**config.mk**
```make
export PLATFORM = sky130hd
export DESIGN_NAME = id_ex_stage
export DESIGN_NICKNAME = d
export VERILOG_FILES = /design/src/rtl/id_ex_stage.sv
export SDC_FILE = /design/constraint.sdc
export NUM_CORES = 1
export LEC_CHECK = 0
export CAP_MARGIN = 10
export CORE_MARGIN = 2
export CORE_UTILIZATION = 33
export DETAILED_ROUTE_END_ITERATION = 16
export GPL_TIMING_DRIVEN = 0
export PLACE_DENSITY_LB_ADDON = 0.05
export SETUP_SLACK_MARGIN = 0.05
export SKIP_CTS_REPAIR_TIMING = 1
export SLEW_MARGIN = 30
export SYNTH_ARGS = -nofsm -noshare
export SYNTH_HDL_FRONTEND = slang
export SYNTH_SLANG_ARGS = --single-unit
```
**constraint.sdc**
```tcl
create_clock -name clk -period 1.4 [get_ports clk]
set_input_delay 0.21 -clock clk [delete_from_list [all_inputs] [get_ports clk]]
set_output_delay 0.21 -clock clk [all_outputs]
set_load 0.05 [all_outputs]
```
**src/rtl/id_ex_stage.sv**
```systemverilog
// id_ex_stage: ID/EX pipeline register with ALU control decode, operand forwarding (enabled by ID_EX_FWD_EN) and hazard detection
module id_ex_stage #(
  parameter int DATA_W = 32
) (
  input  logic              clk,
  input  logic              rst,
  input  logic              Stall,
  input  logic              Flush,
  input  logic              InValid,
  input  logic [1:0]        InALUOp,
  input  logic [5:0]        InFunct,
  input  logic [4:0]        InShamt,
  input  logic [DATA_W-1:0] InRsData,
  input  logic [DATA_W-1:0] InRtData,
  input  logic [DATA_W-1:0] InImm,
  input  logic [4:0]        InRs,
  input  logic [4:0]        InRt,
  input  logic [4:0]        InRd,
  input  logic [5:0]        InCtrl,
  input  logic              MemRegWrite,
  input  logic [4:0]        MemRd,
  input  logic [DATA_W-1:0] MemResult,
  input  logic              WbRegWrite,
  input  logic [4:0]        WbRd,
  input  logic [DATA_W-1:0] WbResult,
  input  logic [4:0]        IdRs,
  input  logic [4:0]        IdRt,
  output logic              HazardStall,
  output logic [2:0]        Ctl,
  output logic [4:0]        Shamt,
  output logic [DATA_W-1:0] DataA,
  output logic [DATA_W-1:0] DataB,
  output logic [DATA_W-1:0] StoreData,
  output logic [4:0]        WriteReg,
  output logic [3:0]        OutCtrl,
  output logic              OutValid
);
  typedef struct packed {
    logic              valid;
    logic              alusrc;
    logic [3:0]        ctrl;
    logic [2:0]        ctl;
    logic [4:0]        shamt;
    logic [DATA_W-1:0] rs_data;
    logic [DATA_W-1:0] rt_data;
    logic [DATA_W-1:0] imm;
    logic [4:0]        rs;
    logic [4:0]        rt;
    logic [4:0]        wr;
  } stage_t;
  stage_t r, ld, bub;
  logic [2:0] fn_ctl, dec_ctl;
  logic fn_ok, bad;
  logic [4:0] wr_sel;
  logic [DATA_W-1:0] fwd_a, fwd_b;
  logic load_use, extra_haz;
  assign fn_ctl = InFunct == 6'b100100 ? 3'b000 :
                  InFunct == 6'b100101 ? 3'b001 :
                  InFunct == 6'b100010 ? 3'b110 :
                  InFunct == 6'b101010 ? 3'b111 :
                  InFunct == 6'b000010 ? 3'b011 : 3'b010;
  assign fn_ok = InFunct inside {6'b100100, 6'b100101, 6'b100000, 6'b100010, 6'b101010, 6'b000010};
  assign bad = InALUOp == 2'b10 && !fn_ok;
  assign dec_ctl = InALUOp == 2'b00 ? 3'b010 :
                   InALUOp == 2'b01 ? 3'b110 :
                   InALUOp == 2'b11 ? 3'b001 : fn_ctl;
  assign wr_sel = InCtrl[4] ? InRd : InRt;
  always_comb begin
    bub = '0;
    bub.ctl = 3'b010;
  end
  always_comb begin
    ld = bub;
    if (InValid) begin
      ld.valid = 1'b1;
      ld.alusrc = InCtrl[5];
      ld.ctrl = {InCtrl[3] & ~bad & (wr_sel != 5'd0), InCtrl[2] & ~bad, InCtrl[1] & ~bad, InCtrl[0]};
      ld.ctl = dec_ctl;
      ld.shamt = InShamt;
      ld.rs_data = InRsData;
      ld.rt_data = InRtData;
      ld.imm = InImm;
      ld.rs = InRs;
      ld.rt = InRt;
      ld.wr = wr_sel;
    end
  end
  always_ff @(posedge clk)
    if (rst || Flush) r <= bub;
    else if (!Stall) r <= ld;
`ifdef ID_EX_FWD_EN
  logic mem_a, mem_b, wb_a, wb_b;
  assign mem_a = MemRegWrite && MemRd != 5'd0 && MemRd == r.rs;
  assign mem_b = MemRegWrite && MemRd != 5'd0 && MemRd == r.rt;
  assign wb_a = WbRegWrite && WbRd != 5'd0 && WbRd == r.rs;
  assign wb_b = WbRegWrite && WbRd != 5'd0 && WbRd == r.rt;
  assign fwd_a = mem_a ? MemResult : wb_a ? WbResult : r.rs_data;
  assign fwd_b = mem_b ? MemResult : wb_b ? WbResult : r.rt_data;
  assign extra_haz = 1'b0;
`else
  logic unused_fwd;
  assign unused_fwd = ^{WbRegWrite, WbRd, WbResult, MemResult, r.rs, r.rt};
  assign fwd_a = r.rs_data;
  assign fwd_b = r.rt_data;
  // without forwarding any in-flight writer of an ID source must stall ID
  assign extra_haz = (r.valid && r.ctrl[3] && ((IdRs != 5'd0 && r.wr == IdRs) || (IdRt != 5'd0 && r.wr == IdRt))) ||
                     (MemRegWrite && ((IdRs != 5'd0 && MemRd == IdRs) || (IdRt != 5'd0 && MemRd == IdRt)));
`endif
  assign load_use = r.valid && r.ctrl[2] && r.wr != 5'd0 && (r.wr == IdRs || r.wr == IdRt);
  assign HazardStall = load_use || extra_haz;
  assign Ctl = r.ctl;
  assign Shamt = r.shamt;
  assign DataA = fwd_a;
  assign DataB = r.alusrc ? r.imm : fwd_b;
  assign StoreData = fwd_b;
  assign WriteReg = r.wr;
  assign OutCtrl = r.ctrl;
  assign OutValid = r.valid;
endmodule

```
==> impl_metrics.ini, run 1 <==
[hold_path]
min_path_type = input port to flip-flop
min_path_cells = 5

[routing]
drtPass1Iterations = 5
drt_iter0_markers = 180
via_count = 5067
viasPerCell = 4.670
drtAntennaViolNets = 0
drt_wl_total_mm = 17.03
drc_errors = 0
wl_per_cell_um = 15.69

[cts]
cts_tree = yes
clk_path_buf_depth = 2
clock-sinks = 115
cts-root-buf = clkbuf_16
cts_buffers = 17
path_clk_slew_ns = 0.05
htreeDepth = 4
clock_latency_ns = 0.41

[grt]
grt.overflow.total = 0
grt_start_max_net_pins = 17
grt_pass1_wl_mm = 25.44
grtUsageTotal_pct = 19.64
grt_pass1_vias = 4989
grt_antenna_before_repair = 0

[synthesis]
yosysSeqAreaShare_pct = 43.81
synthXorXnorAreaFrac_pct = 3.500
muxShareOfSynthArea_pct = 8.119
synth.avg_cell_area_sq_um = 9.187
synth_cells = 572
yosys.area_share.adder_pct = 0
syn_area_sq_um = 5255
syn-num-nets = 793
ys_warn_count = 0
ys_seq_elements = 115
ys_types = 38
synth-compound-area-share_pct = 17.90
synth_top_family_by_area = compound AO/OA/AOI/OAI gates
synth_simple_gate_area_share_pct = 11.64

[status]
failed_checks = setup timing
status = finished, violations left

[floorplan]
start_util_pct = 33.44
coreArea_sq_um = 15710
ios = 336
dieArea_sq_um = 16950
die_h_um = 130.2
die_w_um = 130.2
core.rowCount = 46

[sta]
fin_crit_sh_pct = 152.2
hold_violations = 0
final.min_clock_period_ns = 2.131
fin_tns_setup_ns = -10.91
worst_slack_ns = -0.7305
drv_slew = 0
relSlewSlack_pct = 63.55
rsz0062_at_grt = yes
fmax_ghz = 0.4694
worst_pin_slew_ns = 0.5467
skew_ns = 0
setup_viol = 33

[worst_setup_path]
slowest_delay_ns = 0.54
crit_type = flip-flop to output pin
required_ns = 1.19
rr_worst_depth = 4
worst_ep_arrival_time_ns = 1.92
cp_slowest_cell = or4_4
end_kind = output pin
crit_chain = or4_4, o211ai_2, a21oi_1, a211o_2, buf_6
cp_max_fo = 5
cp-start-kind = flip-flop

[pwr]
peakVddDrop_mv = 0.7142
leakagePower_nw = 3.800
p_switching_mw = 2.192
pwr-share-seq_pct = 36.8
pwr-share-clk_pct = 48.1
p_sw_share_pct = 23.80
power.density_nw_per_um2 = 1035
pwr-share-comb_pct = 15.1
internal-power_mw = 7.019

[cells_and_area]
drive_gt1_share_pct = 36.48
nets = 1078
diodes = 0
syn2layout_area_growth_pct = 69.31

[placement]
dp_slack_ns = -1.142
port_buffers = 258
dp_hpwl_mm = 13.02
gp_congestion = 0.7951

[run]
drv_cap = 0
## layout by cell type (no fill, tap or decap), types with 5 or more instances in the layout
cell and instances:
xor2_1 15, dfxtp_2 6, nand2_1 9, mux2_2 5
clkbuf_1 11, clkdlybuf4s50_1 142, clkbuf_16 18, a22oi_1 109
buf_4 109, buf_2 24, buf_6 29, buf_8 5
buf_12 5, nor3_1 6, clkbuf_4 45, xnor2_1 6
clkbuf_2 14, nor2_1 116, mux2_4 32, dfxtp_1 107
## registers in the layout, summed over array words and instances (netlist names)
register	count
OutValid	1
StoreData	32
OutCtrl	4
Ctl	3
Shamt	5
r	33
DataA	32
WriteReg	5
## power groups by stage
stage	sequential, mW	combinational (mW)	clock (mW)
after floorplan	3.45	0.693	0
after global placement	3.45	1.35	0
after detailed placement	3.46	1.36	0
after CTS	3.39	1.37	4.53
after global routing	3.39	1.48	4.67
final	3.39	1.39	4.43
## path summary, 6_finish.rpt
path | startpoint | to | slack, ns
max | WriteReg[0] | HazardStall | -0.73
min | InFunct[5] | Ctl[2] | 0.34
max reg2reg | r[123] | r[123] | 0.39
min reg2reg | Ctl[1] | Ctl[1] | 0.48
## synth_stat cells
master	count	area (sq um)
nor2_1	117	439.2
dfxtp_1	115	2302
a22oi_1	109	818.3
buf_4	81	608.1
mux2_2	37	416.7
clkbuf_1	22	82.58
buf_2	16	80.08
xor2_1	15	131.4
nand2_1	9	33.78
nor3_1	6	30.03
xnor2_1	6	52.55
a21oi_1	5	25.02
buf_1	4	15.01
nand3_1	3	15.01
nand4_1	3	18.77
a32o_1	2	20.02
a211o_1	1	8.760
a211oi_1	1	7.510
a21boi_1	1	7.510
a21o_1	1	7.510
a31oi_1	1	6.260
and2_1	1	6.260
inv_1	1	3.750
mux2i_1	1	10.01
nand2b_1	1	6.260
nand3b_1	1	7.510
nand4b_1	1	8.760
nor2b_1	1	6.260
nor3b_1	1	7.510
nor4_1	1	6.260
nor4b_1	1	8.760
o211ai_1	1	7.510
o211ai_2	1	12.51
o21a_1	1	7.510
o21ai_0	1	5.000
o31ai_1	1	7.510
or2_2	1	6.260
or4_4	1	11.26
## logic make-up after synthesis
logic type             Yosys count
AO/OA/AOI/OAI                  126
XOR/XNOR                        21
buffers and inverters          124
flip-flops                     115
multiplexers                    38
AND/OR/NAND/NOR                148
## final cells by class
class / instances / area [sq um]
fill: 1409 / 6815
timing repair buffer: 267 / 2501
multi-input combinational: 333 / 2335
sequential: 115 / 2317
buffer: 122 / 858.3
clock buffer: 22 / 484.2
tap: 216 / 270.3
clock inverter: 9 / 127.6
inverter: 1 / 3.754
## routing by layer
layer	track usage, %	part of all wire (%)	vias to the layer above
met5	0	0	-
met4	7.400	1.8	0
met3	7.093	8.1	26
met2	33.82	49	184
met1	22.31	41	2363
li1	-	-	2494
## through the flow
step / instance area (sq um) / utilization, % / hold slack [ns] / std cells / total power, mW
2_1_floorplan: 5373 / - / 0.3358 / 572 / 4.138
3_3_place_gp: 8225 / 52.35 / 0.4610 / 1046 / 4.799
3_5_place_dp: 8225 / 52.35 / 0.4716 / 1046 / 4.821
4_1_cts: 8837 / 56.24 / 0.3851 / 1077 / 9.286
5_1_grt: 8897 / 56.63 / 0.4116 / 1085 / 9.550
6_report: 8897 / 56.63 / 0.3410 / 1085 / 9.211
## worst max-delay path, delay by kind of cell (launching register included)
kind | cells | cell delay (ns)
and+or+nand+nor | 1 | 0.54
AOI/OAI and AO/OA | 3 | 0.47
DFF | 1 | 0.35
buffers and inverters | 1 | 0.16
Note: power is estimated with default switching activity, not from simulation.
==> inputs of run 2 (changes only) <==
CORE_AREA = 2 2 129 131   (was not set)
CORE_MARGIN = not set   (was 2)
CORE_UTILIZATION = not set   (was 33)
DIE_AREA = 0 0 131 133   (was not set)
clock period = 2.65 ns   (was 1.4 ns; I/O delays follow)
==> run 2 against run 1 <==
Against the previous run: the flow now finishes without violations; worst setup slack better by 0.87 ns; via count shrank 1.6%; sequential power is 47% lower; largest cell class unchanged.
==> impl_metrics.ini, run 2 (synthesized netlist as in run 1, its figures left out) <==
[status]
status = complete, no violations

[placement]
dp_hpwl_mm = 13.16
place_area_sq_um = 8113
gp_congestion = 0.7576
port_buffers = 258

[cts]
clk_path_buf_depth = 2
htreeDepth = 4
path_clk_slew_ns = 0.05
clock_latency_ns = 0.40
cts_tree = yes
clock-sinks = 115
cts-root-buf = clkbuf_16
cts_buffers = 17

[floorplan]
start_util_pct = 32.50
dieArea_sq_um = 17420
die_w_um = 131
core.rowCount = 47
die_h_um = 133
ios = 336
coreArea_sq_um = 16170

[pwr]
pwr-share-clk_pct = 46.3
internal-power_mw = 3.464
p_switching_mw = 1.194
pwr-share-comb_pct = 15.3
peakVddDrop_mv = 0.3766
leakagePower_nw = 3.917
p_sw_share_pct = 25.64
power.density_nw_per_um2 = 532.2
pwr-share-seq_pct = 38.4

[worst_setup_path]
cp-start-kind = input port
cp_max_fo = 3
worst_ep_arrival_time_ns = 2.12
rr_worst_depth = 4
r2r_start = r[123]
worstReg2RegEnd = r[123]
end_kind = output pin
required_ns = 2.25
rrSetupSlack_ns = 1.46
crit_type = input port to output pin

[cells_and_area]
final_cell_mix = 228 x clkdlybuf4s50_1, 117 x nor2_1, 115 x dfxtp_1
largest_reg_flops = 33
fillerInstances = 1466
top_register = r
fin_area_sq_um = 8752
nets = 1070
fin_util_pct = 54.12
final_common_cell = clkdlybuf4s50_1
diodes = 0
syn2layout_area_growth_pct = 66.55
drive_gt1_share_pct = 19.49

[grt]
grtUsageMet2_pct = 33.22
met1_usage_pct = 22.35
grt_start_max_net_pins = 17
grt_pass1_wl_mm = 26.02
grt_pass1_vias = 5001
grtUsageTotal_pct = 19.31
busiest_layer = met2
met3_usage_pct = 7.157
grt_antenna_before_repair = 0
grt.overflow.total = 0

[sta]
hold_violations = 0
skew_ns = 0
relSlewSlack_pct = 58.14
fmax_ghz = 0.3976
fin_crit_sh_pct = 94.90
worst_pin_slew_ns = 0.6280
setup_viol = 0
drv_slew = 0
rsz0062_at_grt = yes
final.min_clock_period_ns = 2.515

[hold_path]
min_path_type = flip-flop to flip-flop
min_to = Ctl[1]
min_path_cells = 2
holdCritStartpoint = Ctl[1]

[run]
drv_cap = 0

[routing]
drc_errors = 0
drtPass1Iterations = 4
drt_iter0_markers = 166
viasPerCell = 4.607
drtAntennaViolNets = 0
wl_per_cell_um = 15.97
via_count = 4985
drt_wl_total_mm = 17.28
run 2: critical path, stage by stage:
cell and delay, ns:
clkdlybuf4s50_1 0.48, xor2_1 0.17, nor3_1 0.25, nand3_1 0.10, a21oi_1 0.18, a211o_1 0.12
dlymetal6s2s_1 0.41
run 2: through the flow:
stage               power [mW]  hold slack, ns  TNS [ns]  instances  setup slack (ns)
finish                   4.658          0.4879         0       1082            0.1351
global route             4.852          0.5270         0       1082           0.02312
CTS                      4.707          0.4845    -5.744       1082           -0.2474
detailed placement       2.540          0.4718   -0.2336       1050           -0.2336
global placement         2.532          0.4631   -0.2454       1050           -0.2454
floorplan                2.177          0.4454         0        572            0.7981
run 2: power by group through the flow:
stage | Sequential (mW) | Clock, mW | Combinational (mW)
6_report | 1.79 | 2.16 | 0.712
5_1_grt | 1.79 | 2.30 | 0.761
4_1_cts | 1.79 | 2.20 | 0.719
3_5_place_dp | 1.82 | 0 | 0.715
3_3_place_gp | 1.82 | 0 | 0.708
2_1_floorplan | 1.82 | 0 | 0.358
run 2: area by class of cell:
type	count	area, sq um	share of cell area [%]
well taps	220	275.3	3.145
flip-flops and latches	115	2302	26.30
repair buffers	258	2658	30.36
multi-input cells	333	2163	24.72
plain buffers	123	785.8	8.978
clock inverters	12	107.6	1.229
inverters	1	3.754	0.04289
clock buffers	20	456.7	5.218
run 2: routing by layer:
metal,share of wire [%],routed length (um),vias to the layer above
met3,8.5,1469,17
met4,1.2,208,0
li1,-,-,2483
met1,41,7147,2311
met2,49,8458,174
met5,0,0,-
run 2: worst max path at each step:
stage / slack (ns) / endpoint / startpoint
2_1_floorplan: 0.80 / HazardStall / WriteReg[0]
3_3_place_gp: -0.25 / HazardStall / IdRt[4]
3_5_place_dp: -0.23 / HazardStall / IdRt[0]
4_1_cts: -0.25 / HazardStall / IdRt[0]
5_1_grt: 0.02 / HazardStall / IdRs[4]
6_report: 0.14 / HazardStall / IdRt[4]
